File: config.mk
export PLATFORM = sky130hd
export DESIGN_NAME = sdram_port_arbiter_flat
export DESIGN_NICKNAME = d
export VERILOG_FILES = /design/src/rtl/sdram_arb_pkg.sv /design/src/rtl/sdram_port_arbiter_if.sv /design/src/rtl/sdram_arb_grant.sv /design/src/rtl/sdram_port_arbiter.sv /design/src/flat_wrapper.sv
export SDC_FILE = /design/constraint.sdc
export NUM_CORES = 1
export LEC_CHECK = 0
export CAP_MARGIN = 20
export CELL_PAD_IN_SITES_DETAIL_PLACEMENT = 1
export CELL_PAD_IN_SITES_GLOBAL_PLACEMENT = 2
export CORE_MARGIN = 2
export CORE_UTILIZATION = 32
export DETAILED_ROUTE_END_ITERATION = 10
export DONT_BUFFER_PORTS = 1
export PLACE_DENSITY = 0.81
export RECOVER_POWER = 100
export SETUP_SLACK_MARGIN = 0.1
export SYNTH_ARGS = -nofsm -noshare
export SYNTH_HDL_FRONTEND = slang
export SYNTH_SLANG_ARGS = --single-unit
File: constraint.sdc
create_clock -name clk -period 1.6 [get_ports clk]
set_clock_uncertainty 0.1 [all_clocks]
set_input_delay 0.24 -clock clk [delete_from_list [all_inputs] [get_ports clk]]
set_output_delay 0.24 -clock clk [all_outputs]
set_load 0.005 [all_outputs]
File: src/rtl/sdram_arb_pkg.sv
// Shared types and constants for the SDRAM command-port arbiter.
package sdram_arb_pkg;

  // Arbiter FSM states
  typedef enum logic [1:0] {
    IDLE    = 2'd0,
    ISSUE   = 2'd1,
    WAIT_RD = 2'd2,
    DONE    = 2'd3
  } arb_state_t;

  // Requester port indices
  localparam logic [1:0] PORT_VIDEO = 2'd0;
  localparam logic [1:0] PORT_CPU   = 2'd1;
  localparam logic [1:0] PORT_AUX   = 2'd2;
  localparam int         NUM_PORTS  = 3;

  // One-hot ack vector for a port index
  function automatic logic [2:0] port_onehot(input logic [1:0] idx);
    return 3'b001 << idx;
  endfunction

endpackage

File: src/rtl/sdram_port_arbiter_if.sv
// Requester-side and controller-side bus of the SDRAM command-port arbiter.
interface sdram_port_arbiter_if #(
  parameter int ADDR_W = 24,
  parameter int DATA_W = 32,
  parameter int MASK_W = DATA_W / 8
);
  // requester side
  logic [2:0]          req;
  logic [2:0]          we;
  logic [3*ADDR_W-1:0] addr;
  logic [3*DATA_W-1:0] wdata;
  logic [3*MASK_W-1:0] wmask;
  logic [2:0]          ack;
  logic [DATA_W-1:0]   rdata;
  // controller side
  logic                cmd_valid;
  logic                cmd_ready;
  logic                cmd_we;
  logic [ADDR_W-1:0]   cmd_addr;
  logic [DATA_W-1:0]   cmd_wdata;
  logic [MASK_W-1:0]   cmd_wmask;
  logic                rd_valid;
  logic [DATA_W-1:0]   rd_data;
  // status
  logic                busy;
  logic                err_stray;

  // arbiter view
  modport slave (
    input  req, we, addr, wdata, wmask, cmd_ready, rd_valid, rd_data,
    output ack, rdata, cmd_valid, cmd_we, cmd_addr, cmd_wdata, cmd_wmask,
           busy, err_stray
  );

  // requesters + controller view
  modport master (
    output req, we, addr, wdata, wmask, cmd_ready, rd_valid, rd_data,
    input  ack, rdata, cmd_valid, cmd_we, cmd_addr, cmd_wdata, cmd_wmask,
           busy, err_stray
  );
endinterface

File: src/rtl/sdram_arb_grant.sv
// Grant selection: video port has fixed priority bounded by a run cap,
// CPU and AUX ports share the remaining slots round-robin.
module sdram_arb_grant
  import sdram_arb_pkg::*;
#(
  parameter int MAX_VIDEO_RUN = 4
) (
  input  logic       clk,
  input  logic       rst,
  input  logic [2:0] i_req,
  input  logic       i_take,        // arbiter is idle and will latch the winner
  output logic       o_grant_valid,
  output logic [1:0] o_winner
);

  localparam int               RUN_W   = $clog2(MAX_VIDEO_RUN + 1);
  localparam logic [RUN_W-1:0] RUN_MAX = RUN_W'(MAX_VIDEO_RUN);
  localparam logic [RUN_W-1:0] RUN_ONE = RUN_W'(1);

  logic [RUN_W-1:0] r_run_cnt;
  logic [1:0]       r_rr_next;
  logic             w_others;
  logic             w_video_win;

  assign w_others      = |i_req[2:1];
  // Video loses its priority only once it has used up its run while others wait
  assign w_video_win   = i_req[0] && !((r_run_cnt == RUN_MAX) && w_others);
  assign o_grant_valid = |i_req;

  // Winner: video first, else rr_next if requesting, else the other shared port
  always_comb begin
    o_winner = PORT_VIDEO;
    if (!w_video_win) begin
      if (r_rr_next == PORT_CPU) begin
        o_winner = i_req[1] ? PORT_CPU : PORT_AUX;
      end else begin
        o_winner = i_req[2] ? PORT_AUX : PORT_CPU;
      end
    end
  end

  // Video run counter and round-robin pointer advance only on an actual grant
  always_ff @(posedge clk) begin
    if (rst) begin
      r_run_cnt <= '0;
      r_rr_next <= PORT_CPU;
    end else if (i_take && o_grant_valid) begin
      if (o_winner == PORT_VIDEO) begin
        if (!w_others) begin
          r_run_cnt <= '0;
        end else if (r_run_cnt != RUN_MAX) begin
          r_run_cnt <= r_run_cnt + RUN_ONE;
        end
      end else begin
        r_run_cnt <= '0;
        r_rr_next <= (o_winner == PORT_CPU) ? PORT_AUX : PORT_CPU;
      end
    end
  end

endmodule

File: src/rtl/sdram_port_arbiter.sv
// Shares one SDRAM controller command port among video, CPU and AUX
// requesters, with a single transaction outstanding at a time.
module sdram_port_arbiter
  import sdram_arb_pkg::*;
#(
  parameter int ADDR_W        = 24,
  parameter int DATA_W        = 32,
  parameter int MASK_W        = DATA_W / 8,
  parameter int MAX_VIDEO_RUN = 4
) (
  input  logic                 clk,
  input  logic                 rst,
  sdram_port_arbiter_if.slave  bus
);

  arb_state_t        r_state;
  logic [1:0]        r_gnt_idx;
  logic [2:0]        r_ack;
  logic [DATA_W-1:0] r_rdata;
  logic              r_cmd_valid;
  logic              r_cmd_we;
  logic [ADDR_W-1:0] r_cmd_addr;
  logic [DATA_W-1:0] r_cmd_wdata;
  logic [MASK_W-1:0] r_cmd_wmask;
  logic              r_err_stray;

  logic              w_take;
  logic              w_grant_valid;
  logic [1:0]        w_winner;
  logic [ADDR_W-1:0] w_addr  [NUM_PORTS];
  logic [DATA_W-1:0] w_wdata [NUM_PORTS];
  logic [MASK_W-1:0] w_wmask [NUM_PORTS];

  // Split the flat per-port buses into indexable arrays
  for (genvar gi = 0; gi < NUM_PORTS; gi++) begin : g_unpack
    assign w_addr[gi]  = bus.addr[gi*ADDR_W +: ADDR_W];
    assign w_wdata[gi] = bus.wdata[gi*DATA_W +: DATA_W];
    assign w_wmask[gi] = bus.wmask[gi*MASK_W +: MASK_W];
  end

  assign w_take = (r_state == IDLE);

  sdram_arb_grant #(
    .MAX_VIDEO_RUN (MAX_VIDEO_RUN)
  ) u_grant (
    .clk           (clk),
    .rst           (rst),
    .i_req         (bus.req),
    .i_take        (w_take),
    .o_grant_valid (w_grant_valid),
    .o_winner      (w_winner)
  );

  // Transaction FSM: latch winner fields, hand off to controller, wait for
  // read return, then pulse the winner's ack for one cycle
  always_ff @(posedge clk) begin
    if (rst) begin
      r_state     <= IDLE;
      r_gnt_idx   <= PORT_VIDEO;
      r_ack       <= '0;
      r_rdata     <= '0;
      r_cmd_valid <= 1'b0;
      r_cmd_we    <= 1'b0;
      r_cmd_addr  <= '0;
      r_cmd_wdata <= '0;
      r_cmd_wmask <= '0;
      r_err_stray <= 1'b0;
    end else begin
      // A read return with no read outstanding is a controller/protocol fault
      if (bus.rd_valid && (r_state != WAIT_RD)) begin
        r_err_stray <= 1'b1;
      end
      case (r_state)
        IDLE: begin
          r_ack <= '0;
          if (w_grant_valid) begin
            r_gnt_idx   <= w_winner;
            r_cmd_we    <= bus.we[w_winner];
            r_cmd_addr  <= w_addr[w_winner];
            r_cmd_wdata <= w_wdata[w_winner];
            r_cmd_wmask <= w_wmask[w_winner];
            r_cmd_valid <= 1'b1;
            r_state     <= ISSUE;
          end
        end
        ISSUE: begin
          if (r_cmd_valid && bus.cmd_ready) begin
            r_cmd_valid <= 1'b0;
            if (r_cmd_we) begin
              r_ack   <= port_onehot(r_gnt_idx);
              r_state <= DONE;
            end else begin
              r_state <= WAIT_RD;
            end
          end
        end
        WAIT_RD: begin
          if (bus.rd_valid) begin
            r_rdata <= bus.rd_data;
            r_ack   <= port_onehot(r_gnt_idx);
            r_state <= DONE;
          end
        end
        DONE: begin
          r_ack   <= '0;
          r_state <= IDLE;
        end
        default: begin
          r_ack   <= '0;
          r_state <= IDLE;
        end
      endcase
    end
  end

  assign bus.ack       = r_ack;
  assign bus.rdata     = r_rdata;
  assign bus.cmd_valid = r_cmd_valid;
  assign bus.cmd_we    = r_cmd_we;
  assign bus.cmd_addr  = r_cmd_addr;
  assign bus.cmd_wdata = r_cmd_wdata;
  assign bus.cmd_wmask = r_cmd_wmask;
  assign bus.busy      = (r_state != IDLE);
  assign bus.err_stray = r_err_stray;

endmodule

File: src/flat_wrapper.sv
// flat-port wrapper written by rule: the top's interface ports become plain ports
module sdram_port_arbiter_flat import sdram_arb_pkg::*;
#(
  parameter int ADDR_W        = 24,
  parameter int DATA_W        = 32,
  parameter int MASK_W        = DATA_W / 8,
  parameter int MAX_VIDEO_RUN = 4
)
  (clk, rst, bus_req, bus_we, bus_addr, bus_wdata, bus_wmask, bus_cmd_ready, bus_rd_valid, bus_rd_data, bus_ack, bus_rdata, bus_cmd_valid, bus_cmd_we, bus_cmd_addr, bus_cmd_wdata, bus_cmd_wmask, bus_busy, bus_err_stray);
  sdram_port_arbiter_if #(.ADDR_W(ADDR_W), .DATA_W(DATA_W), .MASK_W(MASK_W)) bus_i ();
  input  logic clk;
  input  logic rst;
  input wire logic [$bits(bus_i.req)-1:0] bus_req;
  input wire logic [$bits(bus_i.we)-1:0] bus_we;
  input wire logic [$bits(bus_i.addr)-1:0] bus_addr;
  input wire logic [$bits(bus_i.wdata)-1:0] bus_wdata;
  input wire logic [$bits(bus_i.wmask)-1:0] bus_wmask;
  input wire logic [$bits(bus_i.cmd_ready)-1:0] bus_cmd_ready;
  input wire logic [$bits(bus_i.rd_valid)-1:0] bus_rd_valid;
  input wire logic [$bits(bus_i.rd_data)-1:0] bus_rd_data;
  output wire logic [$bits(bus_i.ack)-1:0] bus_ack;
  output wire logic [$bits(bus_i.rdata)-1:0] bus_rdata;
  output wire logic [$bits(bus_i.cmd_valid)-1:0] bus_cmd_valid;
  output wire logic [$bits(bus_i.cmd_we)-1:0] bus_cmd_we;
  output wire logic [$bits(bus_i.cmd_addr)-1:0] bus_cmd_addr;
  output wire logic [$bits(bus_i.cmd_wdata)-1:0] bus_cmd_wdata;
  output wire logic [$bits(bus_i.cmd_wmask)-1:0] bus_cmd_wmask;
  output wire logic [$bits(bus_i.busy)-1:0] bus_busy;
  output wire logic [$bits(bus_i.err_stray)-1:0] bus_err_stray;
  assign bus_i.req = bus_req;
  assign bus_i.we = bus_we;
  assign bus_i.addr = bus_addr;
  assign bus_i.wdata = bus_wdata;
  assign bus_i.wmask = bus_wmask;
  assign bus_i.cmd_ready = bus_cmd_ready;
  assign bus_i.rd_valid = bus_rd_valid;
  assign bus_i.rd_data = bus_rd_data;
  assign bus_ack = bus_i.ack;
  assign bus_rdata = bus_i.rdata;
  assign bus_cmd_valid = bus_i.cmd_valid;
  assign bus_cmd_we = bus_i.cmd_we;
  assign bus_cmd_addr = bus_i.cmd_addr;
  assign bus_cmd_wdata = bus_i.cmd_wdata;
  assign bus_cmd_wmask = bus_i.cmd_wmask;
  assign bus_busy = bus_i.busy;
  assign bus_err_stray = bus_i.err_stray;
  sdram_port_arbiter #(.ADDR_W(ADDR_W), .DATA_W(DATA_W), .MASK_W(MASK_W), .MAX_VIDEO_RUN(MAX_VIDEO_RUN)) u_core (.clk(clk), .rst(rst), .bus(bus_i));
endmodule
* Word level (Yosys, flattened, before mapping)
Cells that the tools add are included.
** Operators by class
- Bitwise operators :: 2
- Multiplexer cells :: 31
- Shift-type cells :: 1
- Equality and inequality tests :: 13
- $add $sub $neg :: 1
- Reductions and logical operators :: 20
- $lt $le $gt $ge :: 2
** Operators by type and width (count)
- 32-bit binary-select mux with 2-bit select :: 1
- 32-bit 2-to-1 mux :: 2
- 24-bit binary-select mux with 2-bit select :: 1
- 24-bit 2-to-1 mux :: 2
- 3-bit 2-to-1 mux :: 6
- 2-bit 2-to-1 mux :: 8
- 3-bit one-hot mux with 3 select lines :: 1
- 3-bit AND reduction :: 3
- 4-bit binary-select mux with 2-bit select :: 1
- 4-bit 2-to-1 mux :: 2
- 2-bit one-hot mux with 4 select lines :: 1
- 2-bit AND reduction :: 4
- 2-bit by 1-bit equality test with 1-bit output, second input constant :: 3
- 2-bit by 1-bit != test with 1-bit output, second input constant :: 3
- 1-bit logical AND :: 5
- 2-bit equality test, second input constant :: 2
- 2-bit zero test :: 2
- 1-bit 2-to-1 mux :: 4
- 2-bit != test, second input constant :: 2
- 2-bit nonzero test :: 2
- 2-bit OR reduction :: 2
- 3-bit by 1-bit adder with 3-bit output, second input constant :: 1
- 3-bit equality test, second input constant :: 1
- 3-bit >= comparator, second input constant :: 1
- other kinds (10) :: 10
** Word-level totals
- Word-level logic and storage cells :: 82
- Flip-flop bits (word level) :: 107
- Bits of input ports :: 222

* Longest topological paths before layout
- Depth in word-level cells :: 9
- Gate-level depth with buffers :: 8
- Gate-level depth less buffers :: 6

* Modules after synthesis
A second synthesis with hierarchy kept.
** Unflattened totals
- Cell total of the unflattened synthesis :: 580
- Area total of the unflattened synthesis :: 5989.5 µm²
** By module, submodules not included
- sdram_port_arbiter :: cells each 545, times used 1, area an instance 5686.7 µm²
- sdram_arb_grant :: cells each 35, times used 1, area an instance 302.8 µm²

* Worst setup path before layout
OpenSTA, ideal clock, no wires.
- Path type :: register -> register
- From :: reg u_core.r_state[0]
- To :: reg u_core.r_cmd_addr[0], in the netlist u_core.bus.cmd_addr[0]
- Cell stages (with the launch flop) :: 9
- Data required time :: 1421 ps
- Arrival time :: 1568 ps
- Setup slack :: -146 ps
- Path buffers :: 3
- Path through :: dfxtp_1 -> inv_1 -> ha_1 -> buf_2 -> nand2_2 -> or3_1 -> buf_4 -> buf_6 -> o221ai_2
** Between the ends
- Longest elaborated chain between the ends :: 2
** RTL lines
- start: declaration :: line sdram_port_arbiter.sv:16 : arb_state_t r_state;
- start signal: assignment :: line sdram_port_arbiter.sv:58 : r_state <= IDLE;
- start signal: assignment :: line sdram_port_arbiter.sv:83 : r_state <= ISSUE;
- start signal: assignment :: line sdram_port_arbiter.sv:91 : r_state <= DONE;
- 2-bit zero test :: line sdram_port_arbiter.sv:73 : case (r_state)
- 2-bit AND reduction (no line)
- end signal: assignment :: line sdram_port_arbiter.sv:79 : r_cmd_addr <= w_addr[w_winner];
- end: declaration :: line sdram_port_arbiter.sv:22 : logic [ADDR_W-1:0] r_cmd_addr;
Every way passes these cells.
A chain may end at the register's enable or synchronous reset.

* Worst setup path after layout
- From :: reg u_core.u_grant.r_run_cnt[0]
- To :: reg u_core.r_cmd_addr[22], in the netlist u_core.bus.cmd_addr[22]
** Between the ends
- Longest elaborated chain between the ends :: 9
** RTL lines
- start: declaration :: line sdram_arb_grant.sv:20 : logic [RUN_W-1:0] r_run_cnt;
- start signal: assignment :: line sdram_arb_grant.sv:52 : r_run_cnt <= r_run_cnt + RUN_ONE;
- 3-bit equality test :: line sdram_arb_grant.sv:27 : assign w_video_win = i_req[0] && !((r_run_cnt == RUN_MAX) && w_others);
- 1-bit logical AND :: line sdram_arb_grant.sv:27
- 1-bit zero test :: line sdram_arb_grant.sv:27
- 1-bit logical AND :: line sdram_arb_grant.sv:27
- 2-bit 2-to-1 mux :: line sdram_arb_grant.sv:33 : if (!w_video_win) begin
- 2-bit inverter with 3-bit output (implied by the code) :: line sdram_port_arbiter.sv:79
- 24-bit binary-select mux with 2-bit select :: line sdram_port_arbiter.sv:79
- 24-bit 2-to-1 mux (implied by the code) (2 in a row) :: line sdram_port_arbiter.sv:79
Every way passes these cells. The select of a mux whose other input is x is not followed.

==> reports/results.ini <==
[outcome]
outcome = complete, but fails checks
failed_checks = hold timing, setup timing

[worst_setup_path]
setup_crit_end_kind = register
cp_slowest_stage_delay_ns = 0.38
critical_path_class = reg2reg
required_ns = 1.76
critical_path_buf_inv_count = 2
crit_path_start_kind = register
cp_max_fo = 28
cp_arrival_ns = 1.93
timing.critical_path.max_delay_family = simple AND/OR/NAND/NOR gates
cpMaxStageDelayCell = or3_4
crit_chain = inv_2, ha_4, nand2_4, o21a_1, or3_4, buf_12, o221ai_2

[sta]
layout_min_cycle_time_ns = 1.77
max_slew_headroom = 0.649
hold-worst-slack_ns = -0.120
timing_worst_slew_pin_value_ns = 0.522
finalCritPeriodShare = 1.11
achievable-frequency_ghz = 0.565
worst_slack_ns = -0.168
rsz0062_at_grt = true
slew_viol_final = 0
final-hold-violation-count = 39
timing.final.setup_violations = 62

[cts]
clk_transition_reported_paths_ns = 0.07
root_buffer = clkbuf_16
cts_max_path_buffers = 2
clock_insertion_delay_worst_skew_ns = 0.35
cts.sink_count = 107
clock_tree.htree_level_count = 3
cts_buffers = 9
cts_tree = done

[final_layout]
final_net_count = 850
area.growth.synth_to_final_pct = 34.4
post_route_cells_drive_above_1_share = 0.366
antenna-diode-count = 0
final_cell_count_no_fill = 853

[synthesis]
yosys_register_bits = 107
synthCells = 576
post_synth_instance_area_sq_um = 5630
synthesized_netlist_net_count = 803
yosysUniqueCellTypes = 33
yosysSeqAreaShare = 0.381
synth_top_area_frac = 0.381
synth_area_per_cell_sq_um = 9.77
synth_area_leader = dfxtp_1
synth_area_leaders = dfxtp_1 38%, o221ai_2 16%, mux2i_1 11%
synth-warning-count = 0

[flow_run]
drv_cap = 0

[place]
gp_routability_congestion = 0.748
hpwl_um = 12600
post-place-ws_ns = -0.314
port_buffers = 0
numPlacedInstances = 779

[drt]
detailedRoute.firstIterationViolations = 107
drc = 0
sum_of_met3_wire_segment_lengths_after_detailed_routing_um = 1910
detailedRoute.firstPassIterationCount = 4
wl_per_cell_um = 22.9
routed_wirelength_um = 19600
antenna_violating_nets_left = 0
via_density_per_instance = 5.54
metal1_wirelength_um = 6790
met2WireLength_um = 10500
vias = 4723
maxUsedRoutingLayer = met4

[pwr]
vdd.ir_drop.worst_mv = 0.604
totalPowerFinal_mw = 11.0
power.static_leakage_nw = 2.74
cellPowerDensity_nw_per_um2 = 1450

[global_route]
grt_pass1_wl_um = 26700
antenna_violations_before_repair = 0
grt.total_usage = 0.184
first_global_vias = 4988
overflow = 0
grt_max_degree = 169

[floorplanning]
design.portCount = 321
rows = 48
floorplan.core_area_sq_um = 17200
die_x_extent_um = 137
die-area_sq_um = 18700
initial_core_util = 0.327
die_h_um = 137

[min_path]
timing.hold.worst.class = in2reg

sequential cells by signal, summed over array words and instances (netlist names):
register / flops
u_core.bus.cmd_we: 1
u_core.bus.rdata: 32
u_core.bus.ack: 3
u_core.r_gnt_idx: 2
u_core.bus.cmd_addr: 24
u_core.u_grant.r_run_cnt: 3
u_core.bus.cmd_wdata: 32
u_core.bus.cmd_valid: 1
u_core.bus.err_stray: 1
u_core.r_state: 2
u_core.u_grant.r_rr_next: 2
u_core.bus.cmd_wmask: 4
synth_stat cells, drive strengths merged:
cell / n
o211ai: 1
o221ai: 61
dfxtp: 107
nand2b: 64
buf: 26
clkbuf: 27
or3: 3
a31oi: 1
ha: 5
nor3: 1
nand2: 76
o21ai: 3
nand3: 2
a22oi: 2
o22ai: 1
a21oi: 43
and2: 1
nor3b: 1
inv: 7
and3: 1
nor2: 8
o21a: 2
mux2i: 64
a211oi: 1
nand4b: 2
a221oi: 2
nand3b: 61
nor2b: 3
layer usage:
metal	up-vias	track usage
li1	2169	-
met1	2320	0.188
met2	207	0.335
met3	27	0.0793
met4	0	0.0584
met5	-	0
final cells by class:
cell class	instances	area [sq um]
Sequential cell	107	2150
Inverter	7	31.3
Fill cell	1847	9670
Clock buffer	10	239
Timing Repair Buffer	89	1090
Tap cell	225	282
Clock inverter	6	88.8
Multi-Input combinational cell	409	3690
logic make-up after synthesis:
| kind of cell | after synthesis | share of synthesized area |
|---|---|---|
| buffers and inverters | 60 | 0.0529 |
| adder cells (fa/ha/maj) | 5 | 0.0111 |
| multiplexers | 64 | 0.114 |
| flip-flops | 107 | 0.381 |
| AND/OR/NAND/NOR | 223 | 0.226 |
| AO/OA/AOI/OAI | 117 | 0.216 |
timing repair:
| action | 4_1_cts | 5_1_grt |
|---|---|---|
| hold buffers | 34 | 1 |
| hold endpoints to repair | 80 | 47 |
| resized for setup | 41 | 93 |
| pin swaps | 5 | 20 |
| setup endpoints to repair | 99 | 101 |
| buffers inserted | 7 | 6 |
| gates cloned | 3 | 7 |
layout by cell type, fill, tap and decap left out, drive strengths merged, types with 5 or more instances in the layout:
| cell type | instances |
|---|---|
| dfxtp | 107 |
| nand2 | 76 |
| nand2b | 64 |
| mux2i | 64 |
| nand3b | 61 |
| o221ai | 61 |
| buf | 49 |
| a21oi | 43 |
| dlygate4sd3 | 35 |
| clkbuf | 15 |
| nor2 | 8 |
| inv | 7 |
| ha | 5 |
power by group:
group / internal [mW] / switching, mW
Clock: 1.42 / 1.07
Sequential: 3.26 / 0.533
Combinational: 2.31 / 2.36
through the flow:
step           utilization  setup TNS [ns]  hold slack (ns)  instance area [sq um]
3_3_place_gp         0.351          -10.40            0.226                   6050
3_5_place_dp         0.351          -13.64            0.229                   6050
2_1_floorplan            -           -4.93            0.276                   5670
6_report             0.439           -8.48           -0.120                   7560
5_1_grt              0.439          -12.90           -0.135                   7560
4_1_cts              0.407           -7.52           -0.148                   7020
path summary, 6_finish.rpt:
path	slack (ns)	startpoint	depth (start not counted)	end
setup reg to reg	-0.17	u_core.u_grant.r_run_cnt[0]	7	u_core.bus.cmd_addr[22]
hold reg to reg	0.37	u_core.u_grant.r_rr_next[0]	2	u_core.u_grant.r_rr_next[0]
hold / removal	-0.12	rst	1	u_core.bus.rdata[6]
setup / recovery	-0.17	u_core.u_grant.r_run_cnt[0]	7	u_core.bus.cmd_addr[22]
No activity file was read; power rests on OpenSTA's default activity.
